<file path="src/rtl/rcu.sv">
// USB receive control unit.
// Walks SYNC / PID / body / EOP for token, data and handshake packets using the
// byte and end-of-packet strobes from the bit-level front end. Decoded fields are
// captured into shadow registers while the packet streams in and are published,
// with a one-cycle valid pulse, only once the EOP and the CRC verdict are known.
// Malformed packets raise the sticky rcv_error flag instead.
module rcu #(
    parameter logic [7:0] SYNC_BYTE  = 8'h80,
    parameter logic [7:0] TOKEN_PID  = 8'h1E,
    parameter logic [7:0] DATA_PID   = 8'h3C,
    parameter logic [7:0] ACK_PID    = 8'h2D,
    parameter int         DATA_BYTES = 8
) (
    input  logic                    clk,
    input  logic                    rst,
    input  logic                    d_edge,
    input  logic                    byte_received,
    input  logic [7:0]              rcv_byte,
    input  logic                    eop,
    input  logic                    crc5_ok,
    input  logic                    crc16_ok,
    output logic                    crc_clear,
    output logic                    rcving,
    output logic                    token_valid,
    output logic [6:0]              token_addr,
    output logic [3:0]              token_endp,
    output logic                    data_valid,
    output logic [8*DATA_BYTES-1:0] rx_data,
    output logic                    ack_valid,
    output logic                    rcv_error
);

    // Body byte counter must reach DATA_BYTES+1 (last CRC16 byte).
    localparam int                CNT_W    = $clog2(DATA_BYTES + 2);
    localparam logic [CNT_W-1:0] LAST_IDX = CNT_W'(DATA_BYTES + 1);

    typedef enum logic [3:0] {
        ST_IDLE,
        ST_SYNC,
        ST_PID,
        ST_TOK1,
        ST_TOK2,
        ST_DATA,
        ST_HS,
        ST_WAIT_EOP,
        ST_ERR
    } state_e;

    // Which body was walked before reaching WAIT_EOP; ACK never gets there.
    typedef enum logic {
        PKT_TOKEN,
        PKT_DATA
    } pkt_e;

    // Control state
    state_e     state_q, state_d;
    pkt_e       pkt_q, pkt_d;
    logic [CNT_W-1:0] cnt_q, cnt_d;
    logic       tok_seen_q, tok_seen_d;

    // Registered outputs
    logic                    crc_clear_q, crc_clear_d;
    logic                    rcving_q, rcving_d;
    logic                    token_valid_q, token_valid_d;
    logic [6:0]              token_addr_q, token_addr_d;
    logic [3:0]              token_endp_q, token_endp_d;
    logic                    data_valid_q, data_valid_d;
    logic [8*DATA_BYTES-1:0] rx_data_q, rx_data_d;
    logic                    ack_valid_q, ack_valid_d;
    logic                    rcv_error_q, rcv_error_d;

    // Shadow capture registers, published only on a good EOP
    logic [6:0]              sh_addr_q, sh_addr_d;
    logic [3:0]              sh_endp_q, sh_endp_d;
    logic [8*DATA_BYTES-1:0] payload_q, payload_d;

    // Outcome helpers for the current cycle
    logic abort_pkt;  // malformed packet already ended by eop: flag it and go idle
    logic enter_err;  // malformed packet still on the wire: park in ERR until eop

    // Next-state, shadow capture and result publication
    always_comb begin
        // NOTE: every _d starts from its _q (pulses from 0) so no branch below leaves a signal unassigned and infers a latch.
        state_d       = state_q;
        pkt_d         = pkt_q;
        cnt_d         = cnt_q;
        tok_seen_d    = tok_seen_q;
        crc_clear_d   = 1'b0;
        rcving_d      = rcving_q;
        token_valid_d = 1'b0;
        token_addr_d  = token_addr_q;
        token_endp_d  = token_endp_q;
        data_valid_d  = 1'b0;
        rx_data_d     = rx_data_q;
        ack_valid_d   = 1'b0;
        rcv_error_d   = rcv_error_q;
        sh_addr_d     = sh_addr_q;
        sh_endp_d     = sh_endp_q;
        payload_d     = payload_q;
        abort_pkt     = 1'b0;
        enter_err     = 1'b0;

        // eop is checked before byte_received everywhere: a coincident byte is dropped.
        unique case (state_q)
            ST_IDLE: begin
                if (d_edge) begin
                    state_d     = ST_SYNC;
                    rcving_d    = 1'b1;
                    rcv_error_d = 1'b0;
                end
            end

            ST_SYNC: begin
                if (eop) begin
                    abort_pkt = 1'b1;
                end else if (byte_received) begin
                    if (rcv_byte == SYNC_BYTE) state_d = ST_PID;
                    else                       enter_err = 1'b1;
                end
            end

            ST_PID: begin
                if (eop) begin
                    abort_pkt = 1'b1;
                end else if (byte_received) begin
                    crc_clear_d = 1'b1;
                    if (rcv_byte == TOKEN_PID) begin
                        state_d = ST_TOK1;
                        pkt_d   = PKT_TOKEN;
                    end else if (rcv_byte == DATA_PID) begin
                        state_d = ST_DATA;
                        pkt_d   = PKT_DATA;
                        cnt_d   = '0;
                    end else if (rcv_byte == ACK_PID) begin
                        state_d = ST_HS;
                    end else begin
                        enter_err = 1'b1;
                    end
                end
            end

            ST_TOK1: begin
                if (eop) begin
                    abort_pkt = 1'b1;
                end else if (byte_received) begin
                    sh_addr_d    = rcv_byte[6:0];
                    sh_endp_d[0] = rcv_byte[7];
                    state_d      = ST_TOK2;
                end
            end

            ST_TOK2: begin
                // Bits [7:3] carry the CRC5, which the external checker verifies.
                if (eop) begin
                    abort_pkt = 1'b1;
                end else if (byte_received) begin
                    sh_endp_d[3:1] = rcv_byte[2:0];
                    state_d        = ST_WAIT_EOP;
                end
            end

            ST_DATA: begin
                if (eop) begin
                    abort_pkt = 1'b1;
                end else if (byte_received) begin
                    for (int k = 0; k < DATA_BYTES; k++) begin
                        if (cnt_q == CNT_W'(k)) payload_d[8*k +: 8] = rcv_byte;
                    end
                    if (cnt_q == LAST_IDX) state_d = ST_WAIT_EOP;
                    else                   cnt_d   = cnt_q + CNT_W'(1);
                end
            end

            ST_HS: begin
                // Handshakes have no body: the eop itself completes the packet.
                if (eop) begin
                    state_d     = ST_IDLE;
                    rcving_d    = 1'b0;
                    ack_valid_d = 1'b1;
                end else if (byte_received) begin
                    enter_err = 1'b1;
                end
            end

            ST_WAIT_EOP: begin
                if (eop) begin
                    if (pkt_q == PKT_TOKEN) begin
                        if (crc5_ok) begin
                            state_d       = ST_IDLE;
                            rcving_d      = 1'b0;
                            token_addr_d  = sh_addr_q;
                            token_endp_d  = sh_endp_q;
                            token_valid_d = 1'b1;
                            tok_seen_d    = 1'b1;
                        end else begin
                            abort_pkt = 1'b1;
                        end
                    end else begin
                        // Data is only accepted when it follows a good token.
                        if (crc16_ok && tok_seen_q) begin
                            state_d      = ST_IDLE;
                            rcving_d     = 1'b0;
                            rx_data_d    = payload_q;
                            data_valid_d = 1'b1;
                            tok_seen_d   = 1'b0;
                        end else begin
                            abort_pkt = 1'b1;
                        end
                    end
                end else if (byte_received) begin
                    enter_err = 1'b1;
                end
            end

            ST_ERR: begin
                if (eop) begin
                    state_d  = ST_IDLE;
                    rcving_d = 1'b0;
                end
            end

            default: begin
                state_d = ST_IDLE;
            end
        endcase

        if (abort_pkt) begin
            state_d     = ST_IDLE;
            rcving_d    = 1'b0;
            rcv_error_d = 1'b1;
            tok_seen_d  = 1'b0;
        end

        if (enter_err) begin
            state_d     = ST_ERR;
            rcv_error_d = 1'b1;
            tok_seen_d  = 1'b0;
        end
    end

    // Control state and visible outputs, synchronously reset
    always_ff @(posedge clk) begin
        // NOTE: non-blocking assignments so every flop samples the pre-edge value of every other flop.
        if (rst) begin
            state_q       <= ST_IDLE;
            pkt_q         <= PKT_TOKEN;
            cnt_q         <= '0;
            tok_seen_q    <= 1'b0;
            crc_clear_q   <= 1'b0;
            rcving_q      <= 1'b0;
            token_valid_q <= 1'b0;
            token_addr_q  <= '0;
            token_endp_q  <= '0;
            data_valid_q  <= 1'b0;
            rx_data_q     <= '0;
            ack_valid_q   <= 1'b0;
            rcv_error_q   <= 1'b0;
        end else begin
            state_q       <= state_d;
            pkt_q         <= pkt_d;
            cnt_q         <= cnt_d;
            tok_seen_q    <= tok_seen_d;
            crc_clear_q   <= crc_clear_d;
            rcving_q      <= rcving_d;
            token_valid_q <= token_valid_d;
            token_addr_q  <= token_addr_d;
            token_endp_q  <= token_endp_d;
            data_valid_q  <= data_valid_d;
            rx_data_q     <= rx_data_d;
            ack_valid_q   <= ack_valid_d;
            rcv_error_q   <= rcv_error_d;
        end
    end

    // Shadow capture registers
    always_ff @(posedge clk) begin
        // NOTE: shadows are left unreset on purpose; each is fully rewritten by a packet before it can be published.
        sh_addr_q <= sh_addr_d;
        sh_endp_q <= sh_endp_d;
        payload_q <= payload_d;
    end

    assign crc_clear   = crc_clear_q;
    assign rcving      = rcving_q;
    assign token_valid = token_valid_q;
    assign token_addr  = token_addr_q;
    assign token_endp  = token_endp_q;
    assign data_valid  = data_valid_q;
    assign rx_data     = rx_data_q;
    assign ack_valid   = ack_valid_q;
    assign rcv_error   = rcv_error_q;

endmodule
</file>
<file path="config.mk">
export PLATFORM = sky130hd
export DESIGN_NAME = rcu
export DESIGN_NICKNAME = d
export VERILOG_FILES = /design/src/rtl/rcu.sv
export SDC_FILE = /design/constraint.sdc
export NUM_CORES = 1
export LEC_CHECK = 0
export ABC_AREA = 1
export ABC_CLOCK_PERIOD_IN_PS = 2300
export BUFFER_PORTS_ARGS = -buffer_cell sky130_fd_sc_hd__clkbuf_2
export CAP_MARGIN = 10
export CORE_MARGIN = 2
export CORE_UTILIZATION = 45
export DETAILED_ROUTE_END_ITERATION = 8
export PLACE_DENSITY_LB_ADDON = 0.12
export SYNTH_ARGS = -nofsm -noshare
export SYNTH_HDL_FRONTEND = slang
export SYNTH_SLANG_ARGS = --single-unit
</file>
<file path="constraint.sdc">
create_clock -name clk -period 2.3 [get_ports clk]
set_input_delay 0.115 -clock clk [delete_from_list [all_inputs] [get_ports clk]]
set_output_delay 0.115 -clock clk [all_outputs]
set_load 0.005 [all_outputs]
</file>
==> metrics <==
Fin. Hold Viols=0; Worst Hold Depth=2; Rows=42; Root Buffer=clkbuf_16; worst reg2reg setup slack=0.40 ns; CTS H-Tree Depth=4; wire length per cell=~15 um; synthesized instance count=roughly 600; drt pass-1 iters=5; Nets=between 700 and 800; Die W=between 100 and 150 um; fin crit share=approximately 83%; Worst Skew=between 0.006 and 0.007 ns; relative slew slack=27.3%; GRT Util Overall=between 15 and 20%; Layout fillers=1195; Worst setup SP type=flip-flop; vias per std cell=4.91; Worst Path Arrival=approximately 2.3 ns; DP HPWL=8.43 mm; Syn Nets=just over 600; GPL Wtd Cong=slightly below 0.9; final core utilization=between 50% and 60%; Post-synth EDFFs=75; CTS tree=built; YS warnings=0; P_leak=~3.2 nW; slowest stage cell, crit path=inv_2; vias in the first global route=about 4200; top post-synthesis cells by count=nor2_1, dfxtp_1, edfxtp_1; flip-flop and latch area=4070 sq um; asr flop ratio synth=0%; RSZ-0062 raised after global routing=false; Synth-to-Final Area Change=21.2%; PortBufs=between 90 and 100; critical path class=reg -> reg; layout cells sized above 1=21.7%; maximum VDD drop=494 uV; Hold Startpoint=rst; CTS Buf Count=17; nature of the critical path endpoint=flip-flop; Die Area=14400 sq um; worst reg2reg path startpoint=state_q[3]$_SDFFE_PP0P_; Initial DRC Count=roughly 360; Syn Area/Cell=~10 sq um; count leader, synth=nor2_1; synth top area cells=edfxtp_1, dfxtp_1, nor2_1; TNS Setup=0 ns; Worst-Margin Slew=about 1.1 ns; Worst path max stage delay=0.78 ns; # IOs=96; cell taking the most area after synthesis=edfxtp_1; ys flop type=dfxtp_1; Remaining DRCs=0; vias=around 4400; core footprint=13200 sq um; antenna violations before repair=0; Clock Latency Late Sink=roughly 0.42 ns; Yosys reg bits=166; CTS resizes=0; Critical Path Fanout Max=66; power density cells=around 950 nW/um^2; maximum clock rate=0.526 GHz; required time of the critical path=~2.7 ns; outcome=finished clean; first-pass GRT wire length=around 21 mm; clk sink count=166; Chip Height=~120 um; Max Cap Violations=0; Clk pin slew, worst setup/hold paths=0.06 ns; hold crit path type=in -> reg; area of the multi-input gates=about 1700 sq um; final WL=13.2 mm; Worst Reg-to-Reg Cells=8; worst reg2reg path endpoint=rx_data[21]$_SDFFE_PP0P_; Cell Area, Synth=between 6000 and 7000 sq um; final setup fails=0; clk buf depth=2; Final Max Tran Viols=0; WHS Endpoint=cnt_q[3]$_SDFFE_PP0P_; GRT overflow=0; register area share after synthesis=67.3%; Hold Worst Slack=~0.057 ns; diode count=0; Initial Utilization=a little under half; largest net degree at the start of global routing=67; post-synthesis cell type count=27; crit path time final=about 1.9 ns; top cell type's share of synthesized area=between 30% and 40%; crit-path cells=inv_2 > nand2_2 > nor2_4 > nand2_2 > nor2_4 > inv_2 > nor2_1 > nor2_1; final antenna-violating net count=0
-- worst max-delay path: cells and delay by family, from the launching register on --
kind	cells	cell delay, ns
buffers and inverters	2	0.83
flip-flops	1	0.40
AND/OR/NAND/NOR	6	0.59
-- flip-flops by register name, indices dropped and copies added, names as in the netlist --
register,flops
payload_q,64
rx_data,64
sh_addr_q,7
token_addr,7
cnt_q,4
sh_endp_q,4
state_q,4
token_endp,4
ack_valid,1
crc_clear,1
data_valid,1
pkt_q,1
rcv_error,1
rcving,1
tok_seen_q,1
token_valid,1
-- layout make-up --
type / instances / share of cell area (%)
sequential: 166 / 55.6
clock inverter: 14 / 2.83
clock buffer: 18 / 5.85
timing repair buffer: 114 / 8.50
tap: 176 / 3.00
multi-input combinational: 374 / 22.6
inverter: 32 / 1.64
-- timing repair --
action,in CTS,in global routing
hold endpoints to repair,2,0
hold buffers,2,0
buffers inserted,0,0
-- logic make-up (layout without fill, tap and decap cells) --
kind of cell | Yosys count | in the layout | synth area share (%)
simple gates | 272 | 272 | 18.2
xor+xnor | 3 | 3 | 0.434
compound gates | 95 | 95 | 7.96
fa+ha+maj | 4 | 4 | 0.827
flops | 166 | 166 | 67.3
buf+inv | 59 | 178 | 5.27
-- report_power, final --
part / leakage [nW] / internal [mW] / switching [mW] / total [mW]
registers: 1.41 / 3.14 / 0.0625 / 3.20
logic: 1.47 / 0.248 / 0.524 / 0.772
clock network: 0.299 / 1.92 / 1.10 / 3.02
total: 3.18 / 5.30 / 1.69 / 6.99
-- worst max-delay path by stage --
stage                                  startpoint  cells after the start                        to
after floorplan           state_q[3]$_SDFFE_PP0P_                      7    payload_q[0]$_DFFE_PP_
after global placement    state_q[3]$_SDFFE_PP0P_                      8  rx_data[21]$_SDFFE_PP0P_
after detailed placement  state_q[3]$_SDFFE_PP0P_                      8  rx_data[21]$_SDFFE_PP0P_
after CTS                 state_q[3]$_SDFFE_PP0P_                      8  rx_data[21]$_SDFFE_PP0P_
after global routing      state_q[3]$_SDFFE_PP0P_                      8  rx_data[32]$_SDFFE_PP0P_
final                     state_q[3]$_SDFFE_PP0P_                      8  rx_data[21]$_SDFFE_PP0P_
-- routing by layer --
metal | vias to the layer above | share of wire (%) | wire length (um) | GRT usage, %
met5 | - | 0 | 0 | 0
met4 | 0 | 2.7 | 360 | 9.12
met3 | 24 | 4.5 | 596 | 5.23
met2 | 125 | 47 | 6160 | 30.1
met1 | 2056 | 46 | 6120 | 25.6
li1 | 2186 | - | - | -
-- metrics by stage --
step	setup slack (ns)	cell area, sq um	power (mW)	instances
2_1_floorplan	0.445	6050	3.83	599
3_3_place_gp	0.455	6670	4.02	860
3_5_place_dp	0.406	6670	4.03	860
4_1_cts	0.359	7330	7.06	894
5_1_grt	0.193	7330	7.33	894
6_report	0.400	7330	6.99	894
-- cell usage in the layout (no fill, tap or decap) --
master,synthesis,final
clkinv_1,0,1
ha_1,4,4
dlygate4sd3_1,0,2
xor2_1,2,2
nand4_1,3,3
clkinv_2,0,3
edfxtp_1,75,75
nor3_1,11,11
xnor2_1,1,1
dfxtp_1,91,91
nor2_4,2,2
bufinv_16,0,5
clkbuf_16,0,17
inv_2,3,4
o21ai_1,17,17
nor2_2,2,2
nand2_1,50,50
o21ai_2,1,1
clkbuf_1,11,1
nand3_1,10,10
o211ai_1,1,1
nor2_1,188,188
nand2_2,3,3
inv_1,29,28
clkinv_4,0,1
buf_4,1,17
o21ai_0,64,64
clkbuf_2,1,95
nand3_2,2,2
clkinvlp_4,0,4
nand3b_1,1,1
a21oi_1,12,12
No activity file was read; power rests on OpenSTA's default activity.
